<file path="config.mk">
export PLATFORM = sky130hd
export DESIGN_NAME = phy_rx_sync_ctrl
export DESIGN_NICKNAME = d
export VERILOG_FILES = /design/src/rtl/phy_rx_pkg.sv /design/src/rtl/phy_rx_sat_counter.sv /design/src/rtl/phy_rx_sync_ctrl.sv
export SDC_FILE = /design/constraint.sdc
export NUM_CORES = 1
export LEC_CHECK = 0
export CORE_MARGIN = 2
export CORE_UTILIZATION = 40
export DETAILED_ROUTE_END_ITERATION = 8
export MAX_ROUTING_LAYER = met4
export PLACE_DENSITY = 0.65
export SYNTH_ARGS = -nofsm -noshare
export SYNTH_HDL_FRONTEND = slang
export SYNTH_SLANG_ARGS = --single-unit
</file>
<file path="constraint.sdc">
create_clock -name clk_f -period 2.4 [get_ports clk_f]
set_clock_uncertainty 0.15 [all_clocks]
set_input_delay 0.48 -clock clk_f [delete_from_list [all_inputs] [get_ports clk_f]]
set_output_delay 0.48 -clock clk_f [all_outputs]
set_load 0.02 [all_outputs]
</file>
<file path="src/rtl/phy_rx_pkg.sv">
// Shared definitions for the PHY receive link-synchronisation controller.
package phy_rx_pkg;

  typedef enum logic [2:0] {
    ST_HUNT      = 3'd0,
    ST_SLIP_WAIT = 3'd1,
    ST_LOCK      = 3'd2,
    ST_ACTIVE    = 3'd3
  } state_e;

  localparam logic [7:0]  COMMA_DEFAULT      = 8'hBC;
  localparam int unsigned LOCK_COUNT_DEFAULT = 4;

endpackage

</file>
<file path="src/rtl/phy_rx_sat_counter.sv">
// Saturating up-counter with synchronous clear (priority) and count enable.
module phy_rx_sat_counter #(
  parameter int unsigned MAX = 15,
  parameter int unsigned W   = $clog2(MAX + 1)
) (
  input  logic         clk_i,
  input  logic         rst_ni,
  input  logic         clr_i,
  input  logic         en_i,
  output logic [W-1:0] cnt_o
);

  localparam logic [W-1:0] CNT_MAX = W'(MAX);

  logic [W-1:0] cnt_q, cnt_d;

  always_comb begin
    cnt_d = cnt_q;
    if (clr_i) begin
      cnt_d = '0;
    end else if (en_i && (cnt_q != CNT_MAX)) begin
      cnt_d = cnt_q + 1'b1;
    end
  end

  always_ff @(posedge clk_i or negedge rst_ni) begin
    if (!rst_ni) begin
      cnt_q <= '0;
    end else begin
      cnt_q <= cnt_d;
    end
  end

  assign cnt_o = cnt_q;

endmodule

</file>
<file path="src/rtl/phy_rx_sync_ctrl.sv">
// Hunt/slip/lock byte-alignment FSM on comma symbols; gates payload to the
// upper layer once synchronised and drops sync on repeated symbol errors.
module phy_rx_sync_ctrl
  import phy_rx_pkg::*;
#(
  parameter logic [7:0]  COMMA        = COMMA_DEFAULT,
  parameter int unsigned LOCK_COUNT   = LOCK_COUNT_DEFAULT,
  parameter int unsigned SLIP_TIMEOUT = 16,
  parameter int unsigned SLIP_SETTLE  = 8,
  parameter int unsigned ERR_LIMIT    = 3
) (
  input  logic       clk_f,
  input  logic       reset,
  input  logic [7:0] data_in,
  input  logic       data_in_valid,
  input  logic       sym_err,
  output logic [7:0] data_out,
  output logic       valid_out,
  output logic       active,
  output logic       slip_req,
  output logic [3:0] bc_counter,
  output logic [2:0] state_out
);

  localparam int unsigned HUNT_W   = $clog2(SLIP_TIMEOUT + 1);
  localparam int unsigned SETTLE_W = $clog2(SLIP_SETTLE + 1);
  localparam int unsigned BC_W     = $clog2(LOCK_COUNT + 1);
  localparam int unsigned ERR_W    = $clog2(ERR_LIMIT + 1);

  // Transitions fire on the event that would take a counter to its limit,
  // so each comparison is against limit-1.
  localparam logic [HUNT_W-1:0]   HUNT_LAST   = HUNT_W'(SLIP_TIMEOUT - 1);
  localparam logic [SETTLE_W-1:0] SETTLE_LAST = SETTLE_W'(SLIP_SETTLE - 1);
  localparam logic [BC_W-1:0]     BC_LAST     = BC_W'(LOCK_COUNT - 1);
  localparam logic [ERR_W-1:0]    ERR_LAST    = ERR_W'(ERR_LIMIT - 1);

  state_e     state_q, state_d;
  logic [7:0] data_out_q, data_out_d;
  logic       valid_out_q, valid_out_d;
  logic       slip_req_q, slip_req_d;

  logic hunt_clr, hunt_en, settle_clr, settle_en;
  logic bc_clr, bc_en, err_clr, err_en;

  logic [HUNT_W-1:0]   hunt_cnt;
  logic [SETTLE_W-1:0] settle_cnt;
  logic [BC_W-1:0]     bc_cnt;
  logic [ERR_W-1:0]    err_cnt;

  logic is_comma, is_other;

  assign is_comma = data_in_valid && !sym_err && (data_in == COMMA);
  assign is_other = data_in_valid && !is_comma;

  phy_rx_sat_counter #(.MAX(SLIP_TIMEOUT), .W(HUNT_W)) u_hunt_timer (
    .clk_i (clk_f), .rst_ni(reset), .clr_i(hunt_clr), .en_i(hunt_en), .cnt_o(hunt_cnt)
  );

  phy_rx_sat_counter #(.MAX(SLIP_SETTLE), .W(SETTLE_W)) u_settle_timer (
    .clk_i (clk_f), .rst_ni(reset), .clr_i(settle_clr), .en_i(settle_en), .cnt_o(settle_cnt)
  );

  phy_rx_sat_counter #(.MAX(LOCK_COUNT), .W(BC_W)) u_bc_counter (
    .clk_i (clk_f), .rst_ni(reset), .clr_i(bc_clr), .en_i(bc_en), .cnt_o(bc_cnt)
  );

  phy_rx_sat_counter #(.MAX(ERR_LIMIT), .W(ERR_W)) u_err_counter (
    .clk_i (clk_f), .rst_ni(reset), .clr_i(err_clr), .en_i(err_en), .cnt_o(err_cnt)
  );

  always_comb begin
    state_d     = state_q;
    data_out_d  = data_out_q;
    valid_out_d = 1'b0;
    slip_req_d  = 1'b0;
    hunt_clr    = 1'b0;
    hunt_en     = 1'b0;
    settle_clr  = 1'b0;
    settle_en   = 1'b0;
    bc_clr      = 1'b0;
    bc_en       = 1'b0;
    err_clr     = 1'b0;
    err_en      = 1'b0;

    unique case (state_q)
      ST_HUNT: begin
        if (is_comma) begin
          bc_en   = 1'b1;
          state_d = (LOCK_COUNT == 1) ? ST_ACTIVE : ST_LOCK;
        end else if (is_other) begin
          if (hunt_cnt == HUNT_LAST) begin
            hunt_clr   = 1'b1;
            slip_req_d = 1'b1;
            state_d    = ST_SLIP_WAIT;
          end else begin
            hunt_en = 1'b1;
          end
        end
      end

      ST_SLIP_WAIT: begin
        settle_en = 1'b1;
        if (settle_cnt == SETTLE_LAST) begin
          settle_clr = 1'b1;
          hunt_clr   = 1'b1;
          state_d    = ST_HUNT;
        end
      end

      ST_LOCK: begin
        if (is_comma) begin
          bc_en = 1'b1;
          if (bc_cnt == BC_LAST) begin
            state_d = ST_ACTIVE;
          end
        end else if (is_other) begin
          bc_clr  = 1'b1;
          state_d = ST_HUNT;
        end
      end

      ST_ACTIVE: begin
        if (is_comma) begin
          err_clr = 1'b1;
        end else if (data_in_valid && sym_err) begin
          if (err_cnt == ERR_LAST) begin
            err_clr = 1'b1;
            bc_clr  = 1'b1;
            state_d = ST_HUNT;
          end else begin
            err_en = 1'b1;
          end
        end else if (data_in_valid) begin
          valid_out_d = 1'b1;
          data_out_d  = data_in;
        end
      end

      default: begin
        hunt_clr   = 1'b1;
        settle_clr = 1'b1;
        bc_clr     = 1'b1;
        err_clr    = 1'b1;
        state_d    = ST_HUNT;
      end
    endcase
  end

  always_ff @(posedge clk_f or negedge reset) begin
    if (!reset) begin
      state_q     <= ST_HUNT;
      data_out_q  <= '0;
      valid_out_q <= 1'b0;
      slip_req_q  <= 1'b0;
    end else begin
      state_q     <= state_d;
      data_out_q  <= data_out_d;
      valid_out_q <= valid_out_d;
      slip_req_q  <= slip_req_d;
    end
  end

  assign data_out   = data_out_q;
  assign valid_out  = valid_out_q;
  assign slip_req   = slip_req_q;
  assign active     = (state_q == ST_ACTIVE);
  assign bc_counter = 4'(bc_cnt);
  assign state_out  = state_q;

endmodule

</file>
==> flow_metrics.tcl, run 1 <==
set metrics [dict create \
    status "finished clean" \
    critPathArrivalTime_ps 2430 \
    startpoint "u_hunt_timer.cnt_o[1]" \
    reg2reg_slack_ps 100 \
    clock_sinks 26 \
    grt_pass1_vias 1092 \
    cts-root-to-sink-buffers 2 \
    stdcell_count 215 \
    fin_crit_sh 0.959 \
    setup_viol 0 \
    cts_tree "done" \
    die_area_mm2 0.00414 \
    drcViolationCount 0 \
    worstSetupEndpointType "flip-flop" \
    min_period_ps 2300 \
    ioPinCount 30 \
    ys_seq_area_frac 0.447 \
    worstPathMaxFanout 5 \
    cap_violations 0 \
    yosys_warnings 0 \
    diodes 0 \
    hold_viol_final 0 \
    cts_setup_buffers 0 \
    register_area_um2 652 \
    n_fill_cell 319 \
    p_total_mw 1.13 \
    core_mm2 0.00342 \
    postPlaceCellArea_mm2 0.00182 \
    ys_ff_latch 26 \
    num_rows 21 \
    clockRootBuffer "clkbuf_4" \
    synth.top_cell.area_share 0.447 \
    die_w_um 64.3 \
    dp_cells 212 \
    grt_max_degree 27 \
    synth.avg_cell_area_um2 10.8 \
    cts_buffers 3 \
    cts.clk_slew.worst_paths_ps 140 \
    rr_endpoint "u_hunt_timer.cnt_o[0]" \
    nets 193 \
    yosys.area.top_type "dfrtp_1" \
    powerDensity_mw_per_mm2 612 \
    stdcell_area_mm2 0.00185 \
    top_usage_layer "met2" \
    synth_top_cells_by_area "dfrtp_1, mux2_2, ha_1" \
    wl_um 2840 \
    synth.distinct_cells 42 \
    grtUsageTotal 0.151 \
    drv_slew 0 \
    port_buffers 27 \
    grt.met3_usage 0.0405 \
    grt_pass1_wl_um 4750 \
    area_growth_pct 26.8 \
    ctsHoldBuffers 0 \
    fmax_mhz 434 \
    detail-route-antenna-nets 0 \
    floorplan.initialDensity 0.426 \
    rsz0062_at_grt "false" \
    met1_usage 0.166 \
    crit_required_ps 2520 \
    hp-class "in2async" \
    use_met2 0.259 \
    path_class "reg2reg" \
    vias 1101 \
    firstDrtPassIters 4 \
    vdd_drop_max_mv 0.241 \
    antenna_found_initial 0 \
    clk_latency_ps 320 \
    hpwl_um 2180 \
    netlist_instances 135 \
    wl_per_cell_um 13.2 \
    routabilityCongestion 0.716 \
    die_h_um 64.3 \
    reg2reg_depth 6 \
    cts_resized 0 \
    critPathCapture "u_hunt_timer.cnt_o[0]" \
    p_leak_nw 0.851 \
    drive_gt1_frac 0.189 \
    synthesis.area_mm2 0.00146 \
    multi_input_area_um2 727 \
    worstSetupStartpointType "flip-flop" \
    h-tree-depth 1 \
    drtIter0Drc 42 \
    overflow 0 \
    rr_startpoint "u_hunt_timer.cnt_o[1]" \
    vias_per_cell 5.12 \
]
==> final cells by class <==
class                           instances  share of cell area
Multi-Input combinational cell         92               0.394
Sequential cell                        26               0.353
Timing Repair Buffer                   34               0.182
Tap cell                               46              0.0312
Inverter                               14              0.0285
Clock buffer                            3              0.0122
==> registers in the layout, indices dropped and copies added (netlist names) <==
register,cells
data_out,8
u_hunt_timer.cnt_o,5
u_settle_timer.cnt_o,4
u_bc_counter.cnt_o,3
state_out,2
u_err_counter.cnt_o,2
slip_req,1
valid_out,1
==> synth_stat cells <==
cell type	instances
nor3_4	1
o32a_4	1
xnor2_1	1
and4b_1	1
nor2_1	2
nand3_1	3
o2bb2ai_1	1
or4_1	1
nor4b_1	1
or2_4	1
a21o_1	2
ha_1	10
conb_1	1
nand2_1	12
and3_1	2
mux2_2	12
and3b_1	1
a221oi_1	1
a21bo_2	1
or2_2	1
a21oi_1	3
nand3b_1	2
nand2b_1	2
a22o_1	1
and4bb_1	1
dfrtp_1	26
o211ai_1	1
inv_1	14
a31oi_1	1
nor4bb_1	2
o22ai_1	1
nand2b_2	1
nand4_1	1
nor2b_1	3
buf_4	2
a22o_2	3
buf_6	1
o21ai_0	9
nor3_1	2
or3_1	1
a221o_1	1
clkbuf_1	1
==> cells in the final DEF (no fill, tap or decap), drive strengths merged, types with 3 or more instances in the layout <==
cell,instances
a22o,4
o21ai,9
nor2b,3
clkdlybuf4s50,27
mux2,12
inv,14
dfrtp,26
nand2b,3
ha,10
clkbuf,3
nor3,3
buf,7
nand3,3
a21oi,3
nand2,12
==> power breakdown <==
group / internal (mW) / switching [mW]
sequential: 0.514 / 0.0831
combinational: 0.187 / 0.159
clock: 0.0589 / 0.128
==> per-stage QoR <==
stage	TNS (ps)	hold slack (ps)	worst slack [ps]	util
6_report	0	362	97.8	0.541
5_1_grt	0	377	17.0	0.541
4_1_cts	0	377	43.3	0.540
3_5_place_dp	-33.2	344	-33.2	0.534
3_3_place_gp	-16.7	341	-16.7	0.534
2_1_floorplan	0	34.4	317	-
==> metal layers <==
layer	share of wire	vias up
met5	0	-
met4	0.015	0
met3	0.059	4
met2	0.48	29
met1	0.45	524
li1	-	544
==> cell families (layout without fill, tap and decap cells) <==
group / Yosys count / count (layout) / synth area share
other: 1 / 2 / 0.00257
AND/OR/NAND/NOR: 41 / 41 / 0.176
XOR/XNOR: 1 / 1 / 0.00601
multiplexers: 12 / 12 / 0.0928
buffers and inverters: 18 / 51 / 0.0567
flip-flops: 26 / 26 / 0.447
AO/OA/AOI/OAI: 26 / 26 / 0.133
adder cells (fa/ha/maj): 10 / 10 / 0.0859
==> worst min-delay path by stage <==
| stage | end | cells after the start | slack, ps | start |
|---|---|---|---|---|
| global route | u_hunt_timer.cnt_o[2] | 2 | 380 | reset |
| detailed placement | data_out[2] | 1 | 340 | data_out[2] |
| global placement | data_out[3] | 1 | 340 | data_out[3] |
| CTS | u_hunt_timer.cnt_o[2] | 2 | 380 | reset |
| floorplan | data_out[0] | 0 | 30 | reset |
| finish | u_hunt_timer.cnt_o[2] | 2 | 360 | reset |
==> critical path: stages, from the launching register on <==
cell and delay [ps]:
dfrtp_1 440, ha_1 230, and3_1 200, ha_1 220
or4_1 550, nor2_1 270, mux2_2 210
(Power assumes the default switching activity.)
==> run 2, diff against run 1 <==
--- a/config.mk
+++ b/config.mk
@@ -8,8 +8,9 @@
 export CORE_MARGIN = 2
 export CORE_UTILIZATION = 40
 export DETAILED_ROUTE_END_ITERATION = 8
+export DONT_BUFFER_PORTS = 1
 export MAX_ROUTING_LAYER = met4
-export PLACE_DENSITY = 0.65
+export PLACE_DENSITY = 0.54
 export SYNTH_ARGS = -nofsm -noshare
 export SYNTH_HDL_FRONTEND = slang
 export SYNTH_SLANG_ARGS = --single-unit
==> flow_metrics.tcl, run 2 (same netlist as run 1, synthesis figures left out) <==
set metrics [dict create \
    cts_tree "done" \
    rsz0062_at_grt "false" \
    antenna_found_initial 0 \
    stdcell_count 186 \
    vias_per_cell 5.36 \
    floorplan.initialDensity 0.426 \
    vias 997 \
    worst_slack_ps 103 \
    nets 163 \
    cts_resized 0 \
    cts_buffers 3 \
    whs_ps 154 \
    setup_viol 0 \
    drtIter0Drc 28 \
    dp_cells 180 \
    firstDrtPassIters 4 \
    drcViolationCount 0 \
    reg2reg_slack_ps 100 \
    cap_violations 0 \
    postPlaceCellArea_mm2 0.00150 \
    grtUsageTotal 0.145 \
    port_buffers 0 \
    rr_startpoint "u_hunt_timer.cnt_o[1]" \
    largest_reg_flops 8 \
    stdcell_area_mm2 0.00157 \
    powerDensity_mw_per_mm2 718 \
    worstSetupEndpointType "flip-flop" \
    reg2reg_depth 6 \
    layout_common_cells "dfrtp_1, inv_1, nand2_1, mux2_2, ha_1" \
    drv_slew 0 \
    hold_path_depth 1 \
    p_leak_nw 0.747 \
    diodes 0 \
    hp-start "data_in[1]" \
    drive_gt1_frac 0.200 \
    p_total_mw 1.13 \
    routabilityCongestion 0.767 \
    min_period_ps 2300 \
    die_area_mm2 0.00414 \
    cts.clk_slew.worst_paths_ps 140 \
    grt_pass1_wl_um 4530 \
    worstPathMaxFanout 5 \
    fin_crit_sh 0.957 \
    clock_sinks 26 \
    wl_per_cell_um 14.3 \
    place_ws_ps 152 \
    h-tree-depth 1 \
    num_rows 21 \
    hpwl_um 2030 \
    crit_required_ps 2530 \
    hp-class "in2reg" \
    cts-root-to-sink-buffers 2 \
    die_h_um 64.3 \
    whs_endpoint "data_out[1]" \
    fmax_mhz 435 \
    grt_pass1_vias 1010 \
    hold_viol_final 0 \
    worstSetupStartpointType "flip-flop" \
    ioPinCount 30 \
    setup_tns_ps 0 \
    die_w_um 64.3 \
    status "finished clean" \
    vdd_drop_max_mv 0.421 \
    area_growth_pct 7.73 \
    overflow 0 \
    wl_um 2660 \
    clk_latency_ps 330 \
    rr_endpoint "u_hunt_timer.cnt_o[0]" \
    core_mm2 0.00342 \
    path_class "reg2reg" \
    grt_max_degree 27 \
    layout_commonest_cell "dfrtp_1" \
    utilization 0.459 \
    clockRootBuffer "clkbuf_4" \
    detail-route-antenna-nets 0 \
    critPathArrivalTime_ps 2430 \
]
## run 2: worst max path at each step
| stage | cells past startpoint | from | to | slack (ps) |
|---|---|---|---|---|
| floorplan | 6 | u_hunt_timer.cnt_o[0] | u_hunt_timer.cnt_o[0] | 320 |
| global placement | 6 | u_hunt_timer.cnt_o[1] | u_hunt_timer.cnt_o[0] | 220 |
| detailed placement | 6 | u_hunt_timer.cnt_o[1] | u_hunt_timer.cnt_o[0] | 150 |
| CTS | 6 | u_hunt_timer.cnt_o[1] | u_hunt_timer.cnt_o[0] | 110 |
| global route | 6 | u_hunt_timer.cnt_o[1] | u_hunt_timer.cnt_o[0] | 1 |
| finish | 6 | u_hunt_timer.cnt_o[1] | u_hunt_timer.cnt_o[0] | 100 |
## run 2: layer usage
layer	GRT usage	share of wire	vias up
li1	-	-	483
met1	0.161	0.41	486
met2	0.241	0.50	23
met3	0.0546	0.070	5
met4	0.0479	0.014	0
met5	-	0	-
## run 2: final cells by class
cell class | count | area, um2
inverter | 14 | 52.6
timing repair buffer | 4 | 45.0
fill | 340 | 1850
sequential | 26 | 651
tap | 46 | 57.6
multi-input combinational | 92 | 727
clock buffer | 4 | 36.3
## run 2: repair_timing
item                                   CTS  global route
hold buffers                             2             0
endpoints found under the hold margin   26             0
buffers inserted                         0             0
## run 2: power breakdown
part           switching, mW  internal [mW]  leakage [nW]
clock                  0.127         0.0928        0.0210
sequential            0.0931          0.514         0.344
combinational          0.141          0.159         0.383
total                  0.361          0.765         0.747
## run 2: worst max-delay path, stage by stage (launching register included)
cell     delay (ps)
dfrtp_1         440
ha_1            220
and3_1          190
ha_1            210
or4_1           550
nor2_1          280
mux2_2          220
==> run 3, diff against run 2 <==
--- a/config.mk
+++ b/config.mk
@@ -5,6 +5,7 @@
 export SDC_FILE = /design/constraint.sdc
 export NUM_CORES = 1
 export LEC_CHECK = 0
+export CORE_ASPECT_RATIO = 0.6
 export CORE_MARGIN = 2
 export CORE_UTILIZATION = 40
 export DETAILED_ROUTE_END_ITERATION = 8
==> flow_metrics.tcl, run 3 (same netlist as run 1, synthesis figures left out) <==
set metrics [dict create \
    status "finished clean" \
    layout_commonest_cell "dfrtp_1" \
    startpoint "u_hunt_timer.cnt_o[0]" \
    ioPinCount 30 \
    grtUsageTotal 0.153 \
    diodes 0 \
    pwr-share-seq 0.509 \
    n_fill_cell 314 \
    die_w_um 81.9 \
    critPathCapture "u_hunt_timer.cnt_o[2]" \
    path_cells "ha_1, and3_1, ha_1, or4_1, nor4b_1, a221o_1" \
    clockRootBuffer "clkbuf_8" \
    fin_crit_sh 0.948 \
    p_leak_nw 0.755 \
    worst_slack_ps 126 \
    drcViolationCount 0 \
    grt_pass1_wl_um 4600 \
    p_sw_frac 0.311 \
    setup_viol 0 \
    antenna_found_initial 0 \
    fmax_mhz 440 \
    max_stage_delay_ps 580 \
    die_h_um 50.7 \
    place_ws_ps 172 \
    cap_violations 0 \
    clock_sinks 26 \
    vdd_drop_max_mv 0.287 \
    wl_um 2660 \
    path_delay_family "simple AND/OR/NAND/NOR gates" \
    overflow 0 \
    powerDensity_mw_per_mm2 749 \
    core_mm2 0.00336 \
    worstSetupStartpointType "flip-flop" \
    critPathArrivalTime_ps 2340 \
    crit_buf_inv 0 \
    p_sw_mw 0.370 \
    rsz0062_at_grt "false" \
    crit_top_cell "ha_1" \
    layout_common_cells "dfrtp_1, inv_1, nand2_1, mux2_2, ha_1" \
    cts-root-to-sink-buffers 2 \
    cts.clk_slew.worst_paths_ps 90 \
    drv_slew 0 \
    rr_endpoint "u_hunt_timer.cnt_o[2]" \
    clkPwrFrac 0.234 \
    num_rows 16 \
    cts_tree "done" \
    h-tree-depth 1 \
    clk_latency_ps 270 \
    cts_buffers 3 \
    worstPathMaxFanout 3 \
    crit_required_ps 2470 \
    reg2reg_slack_ps 130 \
    nets 163 \
    reg2reg_depth 6 \
    combPwrFrac 0.257 \
    hold_viol_final 0 \
    hpwl_um 2040 \
    grt_pass1_vias 1024 \
    wl_per_cell_um 14.4 \
    largest_reg_flops 8 \
    drtIter0Drc 19 \
    area_growth_pct 9.11 \
    p_int_mw 0.821 \
    cpMaxStageDelayCell "or4_1" \
    cts_setup_buffers 0 \
    detail-route-antenna-nets 0 \
    worstSetupEndpointType "flip-flop" \
    hp-class "in2reg" \
    vias 971 \
    drive_gt1_frac 0.207 \
    floorplan.initialDensity 0.433 \
    path_class "reg2reg" \
    setup_tns_ps 0 \
    firstDrtPassIters 4 \
    rr_startpoint "u_hunt_timer.cnt_o[0]" \
    port_buffers 0 \
    routabilityCongestion 0.842 \
    min_period_ps 2270 \
    die_area_mm2 0.00416 \
    vias_per_cell 5.25 \
    grt_max_degree 27 \
    crit_cells 6 \
]
-- run 3: cell types whose count changed in the layout (fill, tap and decap cells not counted) --
cell,before,now
clkbuf_8,1,4
clkbuf_4,3,0
nor2_2,0,1
nor2_1,2,1
-- run 3: final cells by class --
| cell class | count | area (um2) | area share |
|---|---|---|---|
| sequential | 26 | 651 | 0.409 |
| clock buffer | 4 | 55.1 | 0.0346 |
| tap | 45 | 56.3 | 0.0354 |
| inverter | 14 | 52.6 | 0.0331 |
| timing repair buffer | 4 | 45.0 | 0.0283 |
| multi-input combinational | 92 | 729 | 0.459 |
-- run 3: worst min path at each step --
stage          startpoint     endpoint  slack (ps)  cells past startpoint
3_3_place_gp        reset  data_out[2]          30                      0
4_1_cts        data_in[4]  data_out[4]         200                      1
6_report       data_in[7]  data_out[7]         210                      1
5_1_grt        data_in[3]  data_out[3]         190                      1
2_1_floorplan       reset  data_out[0]          30                      0
3_5_place_dp        reset  data_out[2]          30                      0
-- run 3: worst register-to-register path, cell delays in order (launching register included) --
cell,delay [ps]
dfrtp_1,410
ha_1,230
and3_1,190
ha_1,200
or4_1,580
nor4b_1,310
a221o_1,150
-- run 3: routing by layer --
layer	wire length (um)	global-route usage	vias to the layer above
li1	-	-	485
met5	0	-	-
met1	1340	0.208	459
met4	25	0.0417	0
met2	1110	0.213	22
met3	181	0.0576	5
-- run 3: power groups by stage --
| stage | registers [mW] | clock network [mW] | logic (mW) |
|---|---|---|---|
| 2_1_floorplan | 0.597 | 0 | 0.239 |
| 6_report | 0.606 | 0.279 | 0.306 |
| 4_1_cts | 0.604 | 0.290 | 0.311 |
| 5_1_grt | 0.619 | 0.310 | 0.357 |
| 3_3_place_gp | 0.607 | 0 | 0.280 |
| 3_5_place_dp | 0.612 | 0 | 0.297 |
-- run 3: stage by stage --
step	total power, mW	hold WS (ps)	area [um2]	util	cells
detailed placement	0.910	34.9	1500	0.446	179
finish	1.19	212	1590	0.472	185
global route	1.29	195	1590	0.472	185
floorplan	0.837	34.4	1460	-	136
global placement	0.888	34.9	1500	0.446	179
CTS	1.21	204	1590	0.472	185
-- run 3: timing repair --
item                                    CTS  global route
hold buffers                              2             0
gates resized for setup                   0             1
endpoints found under the setup margin    0             1
hold endpoints to repair                 26             0
